$ cat src/rtl/dds_ctrl_pkg.sv
// dds_ctrl_pkg: shared state, sweep-mode and waveform encodings for the DDS sweep controller
package dds_ctrl_pkg;

    typedef enum logic [1:0] {
        IDLE,
        RAMP_UP,
        RAMP_DOWN
    } sweep_state_t;

    typedef enum logic [1:0] {
        WAVE_OFF,
        WAVE_SQUARE,
        WAVE_SAW,
        WAVE_TRI
    } wavesel_t;

    localparam logic [1:0] MODE_SINGLE = 2'b00;
    localparam logic [1:0] MODE_REPEAT = 2'b01;
    localparam logic [1:0] MODE_UPDOWN = 2'b10;

endpackage

$ cat src/rtl/dds_dwell_timer.sv
// dds_dwell_timer: loadable down-counter flagging the last cycle of a dwell period
module dds_dwell_timer #(
    parameter int DWELL_W = 16
) (
    input  logic               clock_in,
    input  logic               rst_n_in,
    input  logic               load,
    input  logic [DWELL_W-1:0] load_val,
    output logic               tc
);

    logic [DWELL_W-1:0] cnt;

    // reload on a new FTW value, otherwise count down and rest at zero
    always_ff @(posedge clock_in or negedge rst_n_in) begin
        if (!rst_n_in)
            cnt <= '0;
        else if (load)
            cnt <= load_val;
        else if (cnt != '0)
            cnt <= cnt - 1'b1;
    end

    assign tc = cnt == '0;

endmodule

$ cat src/rtl/dds_sweep_ctrl.sv
// dds_sweep_ctrl: FTW sweep sequencer (single, sawtooth, up-down) driving a DDS core
module dds_sweep_ctrl
    import dds_ctrl_pkg::*;
#(
    parameter int WIDTH   = 12,
    parameter int DWELL_W = 16
) (
    input  logic               clock_in,
    input  logic               rst_n_in,
    input  logic               start_in,
    input  logic               stop_in,
    input  logic [1:0]         mode_in,
    input  logic [WIDTH-1:0]   ftw_start_in,
    input  logic [WIDTH-1:0]   ftw_stop_in,
    input  logic [WIDTH-1:0]   ftw_step_in,
    input  logic [DWELL_W-1:0] dwell_in,
    input  logic [1:0]         wavesel_cfg_in,
    input  logic [11:0]        amp_cfg_in,
    output logic [WIDTH-1:0]   FTW_out,
    output logic [1:0]         wavesel_out,
    output logic [11:0]        amp_out,
    output logic               enable_out,
    output logic               busy_out,
    output logic               done_out,
    output logic               dir_out
);

    sweep_state_t       state;
    logic [1:0]         mode;
    logic [WIDTH-1:0]   lo, hi, step;
    logic [DWELL_W-1:0] dwell;
    logic               tc, accept, finish, degenerate, at_top, up_hit, dn_hit;
    logic [WIDTH:0]     up_sum, dn_diff;

    assign accept     = state == IDLE && start_in && !stop_in;
    assign degenerate = lo >= hi;
    assign at_top     = degenerate || FTW_out == hi;
    assign finish     = state == RAMP_UP && tc && mode == MODE_SINGLE && at_top;
    // one extra bit absorbs both the carry of the up step and the borrow of the down step
    assign up_sum     = {1'b0, FTW_out} + {1'b0, step};
    assign dn_diff    = {1'b0, FTW_out} - {1'b0, step};
    assign up_hit     = up_sum >= {1'b0, hi};
    assign dn_hit     = dn_diff[WIDTH] || dn_diff[WIDTH-1:0] <= lo;

    dds_dwell_timer #(.DWELL_W(DWELL_W)) u_dwell (
        .clock_in (clock_in),
        .rst_n_in (rst_n_in),
        .load     (accept || (state != IDLE && tc)),
        .load_val (accept ? dwell_in : dwell),
        .tc       (tc)
    );

    // sweep FSM: latch config on start, step on each dwell expiry, abort on stop
    always_ff @(posedge clock_in or negedge rst_n_in) begin
        if (!rst_n_in) begin
            state       <= IDLE;
            mode        <= MODE_SINGLE;
            lo          <= '0;
            hi          <= '0;
            step        <= '0;
            dwell       <= '0;
            FTW_out     <= '0;
            wavesel_out <= '0;
            amp_out     <= '0;
            enable_out  <= 1'b0;
            busy_out    <= 1'b0;
            done_out    <= 1'b0;
            dir_out     <= 1'b0;
        end else begin
            done_out <= 1'b0;
            if (stop_in || finish) begin
                state       <= IDLE;
                FTW_out     <= '0;
                wavesel_out <= '0;
                amp_out     <= '0;
                enable_out  <= 1'b0;
                busy_out    <= 1'b0;
                dir_out     <= 1'b0;
                done_out    <= !stop_in;
            end else if (accept) begin
                state       <= RAMP_UP;
                mode        <= (mode_in == 2'b11) ? MODE_SINGLE : mode_in;
                lo          <= ftw_start_in;
                hi          <= ftw_stop_in;
                step        <= ftw_step_in;
                dwell       <= dwell_in;
                FTW_out     <= ftw_start_in;
                wavesel_out <= wavesel_cfg_in;
                amp_out     <= amp_cfg_in;
                enable_out  <= 1'b1;
                busy_out    <= 1'b1;
                dir_out     <= 1'b0;
            end else if (tc && state == RAMP_UP) begin
                if (at_top) begin
                    FTW_out <= lo;
                end else begin
                    FTW_out <= up_hit ? hi : up_sum[WIDTH-1:0];
                    if (up_hit && mode == MODE_UPDOWN) begin
                        state   <= RAMP_DOWN;
                        dir_out <= 1'b1;
                    end
                end
            end else if (tc && state == RAMP_DOWN) begin
                FTW_out <= dn_hit ? lo : dn_diff[WIDTH-1:0];
                if (dn_hit) begin
                    state   <= RAMP_UP;
                    dir_out <= 1'b0;
                end
            end
        end
    end

endmodule

$ cat config.mk
export PLATFORM = sky130hd
export DESIGN_NAME = dds_sweep_ctrl
export DESIGN_NICKNAME = d
export VERILOG_FILES = /design/src/rtl/dds_ctrl_pkg.sv /design/src/rtl/dds_dwell_timer.sv /design/src/rtl/dds_sweep_ctrl.sv
export SDC_FILE = /design/constraint.sdc
export NUM_CORES = 1
export LEC_CHECK = 0
export BUFFER_PORTS_ARGS = -buffer_cell sky130_fd_sc_hd__buf_2
export CAP_MARGIN = 25
export CORE_ASPECT_RATIO = 1.75
export CORE_MARGIN = 10
export CORE_UTILIZATION = 45
export DETAILED_ROUTE_END_ITERATION = 6
export GPL_TIMING_DRIVEN = 1
export PLACE_DENSITY = 0.73
export SYNTH_ARGS = -nofsm -noshare
export SYNTH_HDL_FRONTEND = slang
export SYNTH_SLANG_ARGS = --single-unit
$ cat constraint.sdc
create_clock -name clock_in -period 10.9 [get_ports clock_in]
set_input_delay 2.18 -clock clock_in [delete_from_list [all_inputs] [get_ports clock_in]]
set_output_delay 2.18 -clock clock_in [all_outputs]
set_load 0.02 [all_outputs]
* After elaboration in Yosys (flattened, before gate mapping)
Cells that the tools add are included.
** Word-level totals
- Logic and storage cells :: 83
- Register bits after elaboration :: 101
- Output and inout port bits :: 30
** Cells by class
- Eq/ne operators :: 7
- Multiplexer cells :: 32
- Reductions and logical operators :: 24
- Bitwise operators :: 1
- $add $sub $neg :: 3
- $lt $le $gt $ge :: 3
** Operators with widths (count)
- $mux 12 :: 9
- $mux 16 :: 3
- $mux 2 :: 10
- $logic_not 16->1 :: 1
- $reduce_bool 16->1 :: 1
- $sub 16x1->16 const B :: 1
- $add 12x12->13 :: 1
- $ge 13x12->1 :: 1
- $sub 12x12->13 :: 1
- $eq 12x12->1 :: 1
- $ge 12x12->1 :: 1
- $le 12x12->1 :: 1
- $mux 1 :: 10
- $logic_and 1x1->1 :: 8
- $reduce_bool 4->1 :: 2
- $eq 2x2->1 const B :: 3
- $reduce_bool 2->1 :: 3
- $logic_not 2->1 :: 2
- $logic_or 1x1->1 :: 4
- $ne 4x3->1 const B :: 1
- $ne 4x4->1 const B :: 1
- $reduce_and 4->1 :: 1
- $eq 2x1->1 const B :: 1
- $reduce_and 2->1 :: 1
- 2 further kinds :: 2

* Depth between registers and ports, before layout
Gate-level depths: netlist of run 1.
- Word-level depth :: 8
- Depth in mapped cells :: 20
- Mapped depth without buffers :: 19

* Modules after synthesis
A second synthesis of run 1 with hierarchy kept.
** Unflattened totals
- Cells, all modules :: 777
- Area total of the unflattened synthesis :: 6789.0 um^2
** By module, submodules not included
- dds_sweep_ctrl :: instances 1, sequential area each 2102.0 um^2, cells each 670, area each 5789.3 um^2
- dds_dwell_timer :: instances 1, sequential area each 400.4 um^2, cells each 107, area each 999.7 um^2

* Worst setup path before layout of run 1
OpenSTA, ideal clock, no wires.
- Path kind :: flip-flop to flip-flop
- From :: register FTW_out[0]
- To :: register state[0]
- Library setup time :: 0.128 ns
- Clock period less this slack :: 4.195 ns
- Data arrival time :: 4.068 ns
- Path buffers :: 0
- Stages on the path, launching flop included :: 20
- Slack :: 6.705 ns
- Cell sequence :: dfrtp_1 -> inv_1 -> ha_1 -> inv_1 -> fa_1 -> a211oi_1 -> o21ai_1 -> a211oi_2 -> or3_1 -> o41ai_1 -> or2_2 -> ha_1 -> a2111oi_0 -> o21ai_0 -> o2111ai_1 -> a31oi_1 -> and2_1 -> or2_1 -> a31oi_1 -> mux2_1
** Between the ends
- Word-level cells in the longest chain between the ends :: 6
- Elaborated cells on any way between the ends :: 16
** Ends and longest elaborated chain
- start, declared :: line dds_sweep_ctrl.sv:19 : output logic [WIDTH-1:0] FTW_out,
- start signal, assigned :: line dds_sweep_ctrl.sv:87 : FTW_out <= ftw_start_in;
- start signal, assigned :: line dds_sweep_ctrl.sv:95 : FTW_out <= lo;
- start signal, assigned :: line dds_sweep_ctrl.sv:97 : FTW_out <= up_hit ? hi : up_sum[WIDTH-1:0];
- parallel branches: the longest is 6 deep, another holds $add 12x12->13
- end signal, assigned :: line dds_sweep_ctrl.sv:56 : state <= IDLE;
- end signal, assigned :: line dds_sweep_ctrl.sv:72 : state <= IDLE;
- end signal, assigned :: line dds_sweep_ctrl.sv:81 : state <= RAMP_UP;
- end, declared :: line dds_sweep_ctrl.sv:28 : sweep_state_t state;
Parallel ways; which one is timed is not known.
A chain may end at the register's enable or synchronous reset.

* Worst setup path after layout of run 1
Ends and elaborated chain as after synthesis.

==> results of run 1 <==
cell type report:
cell class                      instances  share of cell area, %
Tap cell                              180                  2.992
Multi-Input combinational cell        561                  50.18
Timing Repair Buffer                  106                  7.247
Clock inverter                          6                 0.7480
Sequential cell                       100                  33.24
Clock buffer                            9                  2.992
Inverter                               52                  2.593
critical path: stages, from the launching register on:
cell       delay, ns
dfrtp_1         0.42
inv_1           0.10
ha_1            0.17
inv_1           0.06
fa_1            0.43
a211oi_1        0.38
o21ai_1         0.18
a211oi_2        0.34
or3_1           0.17
o41ai_1         0.09
or2_2           0.32
ha_1            0.22
a2111oi_0       0.37
o21ai_0         0.15
o2111ai_1       0.15
a31oi_1         0.16
and2_1          0.22
or2_1           0.24
a31oi_1         0.19
mux2_1          0.33
synthesized netlist by cell type (3+ instances only):
master | n | area (um2)
nand2_1 | 126 | 473.0
dfrtp_1 | 100 | 2502
ha_1 | 61 | 763.2
o21ai_0 | 57 | 285.3
inv_1 | 52 | 195.2
nor2_1 | 47 | 176.4
a21oi_1 | 25 | 125.1
xnor2_1 | 22 | 192.7
clkbuf_1 | 18 | 67.56
nor3_1 | 16 | 80.08
xor2_1 | 16 | 140.1
a22o_1 | 14 | 122.6
a31oi_1 | 13 | 81.33
nand2b_1 | 12 | 75.07
o31ai_1 | 10 | 75.07
o21ai_1 | 9 | 45.04
nor2b_1 | 8 | 50.05
buf_2 | 7 | 35.03
nand3_1 | 7 | 35.03
a2111oi_0 | 6 | 52.55
a211o_1 | 6 | 52.55
nor4_1 | 6 | 37.54
a221o_1 | 5 | 50.05
mux2i_1 | 5 | 50.05
o2111ai_1 | 5 | 43.79
o221ai_1 | 5 | 43.79
a211oi_1 | 4 | 30.03
a21boi_0 | 4 | 30.03
buf_4 | 4 | 30.03
o21a_1 | 4 | 30.03
or3_1 | 4 | 25.02
mux2_2 | 3 | 33.78
nand4_1 | 3 | 18.77
o211ai_1 | 3 | 22.52
o21bai_1 | 3 | 22.52
o22a_1 | 3 | 26.28
o311ai_0 | 3 | 26.28
how the worst max path moves through the flow:
stage	from	to	cells after the start
floorplan	FTW_out[0]	state[0]	19
detailed placement	FTW_out[0]	state[0]	19
CTS	FTW_out[0]	FTW_out[0]	19
global placement	FTW_out[0]	state[0]	19
global route	FTW_out[0]	FTW_out[0]	19
finish	FTW_out[0]	state[0]	19
metal layers:
metal,up-vias,part of all wire [%]
met5,-,0
met4,0,5.9
met3,71,4.2
met2,184,52
met1,2793,38
li1,2800,-
sequential cells by signal, summed over array words and instances (netlist names):
signal / count
dir_out: 1
wavesel_out: 2
busy_out: 1
mode: 2
amp_out: 12
lo: 12
hi: 12
state: 1
done_out: 1
step: 12
u_dwell.cnt: 16
dwell: 16
FTW_out: 12
per-stage QoR:
step | total power [mW] | utilization [%]
5_1_grt | 3.011 | 52.39
3_3_place_gp | 2.409 | 50.32
6_report | 2.784 | 52.39
2_1_floorplan | 1.950 | -
3_5_place_dp | 2.433 | 50.37
4_1_cts | 2.762 | 52.33
power groups by stage:
| stage | sequential, mW | combinational [mW] | clock (mW) |
|---|---|---|---|
| global route | 0.699 | 1.98 | 0.336 |
| finish | 0.675 | 1.79 | 0.315 |
| global placement | 0.677 | 1.73 | 0 |
| floorplan | 0.675 | 1.28 | 0 |
| detailed placement | 0.678 | 1.75 | 0 |
| CTS | 0.675 | 1.77 | 0.321 |
cell families after synthesis:
kind of cell	Yosys count	synth area share (%)
flip-flops	100	37.83
buffers and inverters	83	5.182
AO/OA/AOI/OAI	197	20.18
XOR/XNOR	38	5.031
AND/OR/NAND/NOR	254	18.20
multiplexers	9	1.437
adder cells (fa/ha/maj)	63	12.14
cell usage in the layout (no fill, tap or decap), types with 6 or more instances in the layout:
cell | synthesis | layout
buf_2 | 7 | 100
inv_1 | 52 | 52
nor2b_1 | 8 | 8
clkbuf_16 | 0 | 9
ha_1 | 61 | 61
dfrtp_1 | 100 | 100
a21oi_1 | 25 | 25
o21ai_1 | 9 | 9
nand3_1 | 7 | 7
xor2_1 | 16 | 16
a31oi_1 | 13 | 13
nand2b_1 | 12 | 12
nand2_1 | 126 | 126
nor3_1 | 16 | 16
o31ai_1 | 10 | 10
a211o_1 | 6 | 6
nor4_1 | 6 | 6
xnor2_1 | 22 | 22
a2111oi_0 | 6 | 6
buf_4 | 4 | 6
nor2_1 | 47 | 46
a22o_1 | 14 | 14
o21ai_0 | 57 | 57
==> impl_results.md, run 1 <==
* Comb pwr share at 64.4%
* Setup ws final at 6.101 ns
* RR Endpoint: state[0]
* Mapped Area at 6615 um2
* Area grow syn2layout at 13.79%
* RSZ-0062 raised after global routing: no
* First-pass GRT wire length at 30.57 mm
* # clock sinks at 100
* Clock share of power at 11.3%
* Worst-path maximum fanout at 4
* CTS Buffer Depth at 2
* H-Tree Depth at 3
* GR Util met1 at 19.34%
* Vias per cell at 5.767
* Fin cells at 1014
* Filler Cells Inserted at 1393
* Slew @ Worst Pin at 0.8994 ns
* Skew-Pair Late Insertion Delay at 0.36 ns
* Fmax at 0.2084 GHz
* Worst reg2reg setup slack at 6.10 ns
* Die area at 20140 um2
* Via count of the first global-routing pass at 6016
* Hold crit path type: reg -> reg
* CP endpoint kind: flip-flop
* Largest net degree at the start of global routing at 94
* Avg WL per Cell at 18.50 um
* Cells after Synth at 744
* Outcome: finished, final reports clean
* Min-Delay Path Depth at 2
* Setup CP Type: reg -> reg
* Post-synthesis net count at 879
* TritonRoute pass-1 iters at 5
* Worst vdd ir at 0.1632 mV
* Max Slew Vio Count at 0
* Layout cells sized above 1 at 16.91%
* Crit Reg-Reg Startpoint: FTW_out[0]
* Post-DP Area at 7238 um2
* Met3 Use GR at 3.533%
* P_sw at 1.403 mW
* Max-cap viol count at 0
* Worst Hold End: dwell[1]
* Gpl congestion at 0.9361
* Grt ovf at 0
* # IOs at 102
* Rows at 58
* Critical hold path startpoint: dwell[1]
* ANT cells at 0
* TritonCTS clock tree: done
* GRT busiest layer: met2
* Share of power burned in registers at 24.3%
* Final hold violation count at 0
* Seq. cell area at 2502 um2
* Chip height at 180.4 um
* Switching Share at 50.39%
* Clk_skew at 0.01068 ns
* Root Driver: clkbuf_16
* Nets@finish at 965
* Reg2Reg Depth at 19
* Setup TNS Final at 0 ns
* Setup bufs post-CTS at 0
* Tot GR Track Use at 18.38%
* Core ar. at 14370 um2
* Post-DP HPWL at 14.46 mm
* Drt total wl at 18.75 mm
* Leakage at 3.616 nW
* Pre-CTS WS at 6.230 ns
* Synth Flop Type: dfrtp_1
* Fin crit period at 4.799 ns
* Antenna violations before repair at 0
* Synth warnings at 0
* Max-slew headroom at the worst pin at 39.77%
* Synth cell types at 72
* PostCTS Resize Cnt at 0
* Hold WS at 0.4694 ns
* # setup viols final at 0
* WP data required at 11.13 ns
* Number of CTS-inserted buffers at 9
* Ys async rst share at 100.0%
* Synth Register Bits at 100
* Met2 Use GR at 32.55%
* Worst EP arrival at 5.03 ns
* Tcrit/Tclk final at 44.03%
* DRT antenna net count at 0
* Multi-input logic area at 3777 um2
* Clock-pin transition on the worst setup and hold timing paths at 0.07 ns
* Chip width at 111.7 um
* Design area at 7527 um2
* Port bufs at 101
* Int Pwr at 1.381 mW
* DR iter-0 viols at 239
* PD cells at 369.9 nW/um2
* Hold_buf cts at 0
* Starting Density at 46.04%
* Post-synthesis sequential area ratio at 37.83%
* Post-synth EDFFs at 0
* Startpoint class of the critical path: flip-flop
* Via count at 5848
* Syn_area_per_cell at 8.891 um2
* DRC at 0
* Placed cell count at 998
No activity file was read; power rests on OpenSTA's default activity.
==> run 2, diff against run 1 <==
- PLACE_DENSITY: 0.73 -> 0.75
- clock period: 10.9 -> 4.3 ns (I/O delays scaled with it)
==> impl_results.md, run 2 (synthesized netlist as in run 1, its figures left out) <==
* Outcome: finished, final reports clean
* Post-DP Area at 7468 um2
* WP data required at 4.56 ns
* DR iter-0 viols at 259
* Worst Path Buf+Inv at 4
* Via count at 6006
* Setup CP Type: reg -> reg
* Largest net degree at the start of global routing at 62
* Die area at 20140 um2
* Via count of the first global-routing pass at 6468
* Crit-path max cell delay at 0.45 ns
* Worst EP arrival at 4.48 ns
* Worst reg2reg setup slack at 0.08 ns
* Post-DP HPWL at 15.18 mm
* Chip width at 111.7 um
* End of the critical path: FTW_out[2]
* Most frequent cells in the layout: nand2_1 (126), buf_2 (100), dfrtp_1 (99)
* Critical hold path startpoint: dwell[13]
* Startpoint class of the critical path: flip-flop
* CP dominant cell by count: buf_4
* Setup TNS Final at 0 ns
* Port bufs at 101
* Fmax at 0.2368 GHz
* PD cells at 1016 nW/um2
* Multi-input logic area at 3958 um2
* Drt total wl at 19.90 mm
* Reg2Reg Depth at 19
* Filler Cells Inserted at 1337
* Avg WL per Cell at 18.90 um
* Clock-pin transition on the worst setup and hold timing paths at 0.08 ns
* H-Tree Depth at 3
* Ordered cell list for the critical path: buf_4, ha_1, fa_2, nor2b_1, o21ai_1, buf_4, a31oi_4, a21oi_2, o21bai_1, xnor2_1, ha_1, a2111oi_4, o21ai_1, a221o_1, buf_12, buf_4, mux2i_2, nor2_1, o22a_1
* Vias per cell at 5.704
* Stages on the worst setup path at 19
* Fin util at 55.82%
* Rows at 58
* Leakage at 3.840 nW
* Worst vdd ir at 0.4770 mV
* Starting Density at 46.04%
* Fin crit period at 4.224 ns
* ANT cells at 0
* Clk_skew at 0.01158 ns
* Root Driver: clkbuf_16
* First-pass GRT wire length at 32.03 mm
* Hold crit path type: reg -> reg
* Chip height at 180.4 um
* Design area at 8020 um2
* # IOs at 102
* Core ar. at 14370 um2
* Gpl congestion at 0.9897
* Antenna violations before repair at 0
* Crit Reg-Reg Startpoint: FTW_out[0]
* CTS Buffer Depth at 2
* Nets@finish at 1003
* Slew @ Worst Pin at 1.076 ns
* Number of CTS-inserted buffers at 9
* Tcrit/Tclk final at 98.23%
* TritonCTS clock tree: done
* Layout cells sized above 1 at 23.94%
* Seq. cell area at 2504 um2
* Top flop regs: dwell (16), u_dwell.cnt (16)
* Commonest non-fill, non-tap cell in the layout: nand2_1
* DRT antenna net count at 0
* CP endpoint kind: flip-flop
* CP delay by family, top: compound AO/OA/AOI/OAI gates
* Max-slew headroom at the worst pin at 27.95%
* Area grow syn2layout at 21.24%
* Critical path origin: FTW_out[0]
* Max-cap viol count at 0
* Worst-path maximum fanout at 10
* Grt ovf at 0
* Slowest cell on crit path: a221o_1
* Hold_buf cts at 0
* # setup viols final at 0
* RR Endpoint: FTW_out[2]
* Skew-Pair Late Insertion Delay at 0.36 ns
* Max Slew Vio Count at 0
* TritonRoute pass-1 iters at 5
* Final hold violation count at 0
* DRC at 0
* Tot GR Track Use at 19.31%
* # clock sinks at 100
-- run 2: metal layers --
| layer | vias up | part of all wire [%] | GRT usage [%] |
|---|---|---|---|
| met1 | 2888 | 37 | 19.44 |
| met3 | 67 | 4.3 | 3.633 |
| met4 | 0 | 5.3 | 11.87 |
| met5 | - | 0 | 0 |
| met2 | 172 | 54 | 35.31 |
| li1 | 2879 | - | - |
-- run 2: area by class of cell --
cell class,instances,area share [%]
clock buffers,10,2.980
clock inverters,6,0.7020
inverters,52,2.434
multi-input cells,561,49.34
flip-flops and latches,100,31.22
well taps,180,2.808
repair buffers,144,10.51
-- run 2: worst min-delay path by stage --
stage,to,slack [ns],depth (start not counted)
detailed placement,dwell[1],0.45,2
floorplan,dwell[12],0.44,2
CTS,dwell[13],0.47,2
global route,dwell[13],0.49,2
finish,dwell[13],0.47,2
global placement,dwell[13],0.45,2
-- run 2: timing repair --
item                       CTS  global route
pin swaps                    8            19
resized for setup           10            33
setup endpoints to repair   14            14
buffers inserted             2             8
-- run 2: worst min-delay path: stages, from the launching register on --
cell	delay (ns)
dfrtp_1	0.33
nand2_1	0.06
nand2_1	0.06
-- run 2: through the flow --
step | total power [mW] | hold WS (ns) | worst slack, ns | cells
after CTS | 7.564 | 0.4744 | 0.0006981 | 1045
after global routing | 8.774 | 0.4930 | -0.1101 | 1053
after floorplan | 4.943 | 0.4358 | 0.1048 | 744
after detailed placement | 6.581 | 0.4547 | -0.2843 | 1027
after global placement | 6.458 | 0.4519 | -0.1046 | 1027
final | 8.145 | 0.4745 | 0.07627 | 1053
-- run 2: where the power goes --
group / switching, mW / total [mW] / internal, mW
logic: 3.17 / 5.62 / 2.45
registers: 0.355 / 1.69 / 1.34
clock network: 0.412 / 0.834 / 0.422
total: 3.94 / 8.14 / 4.21
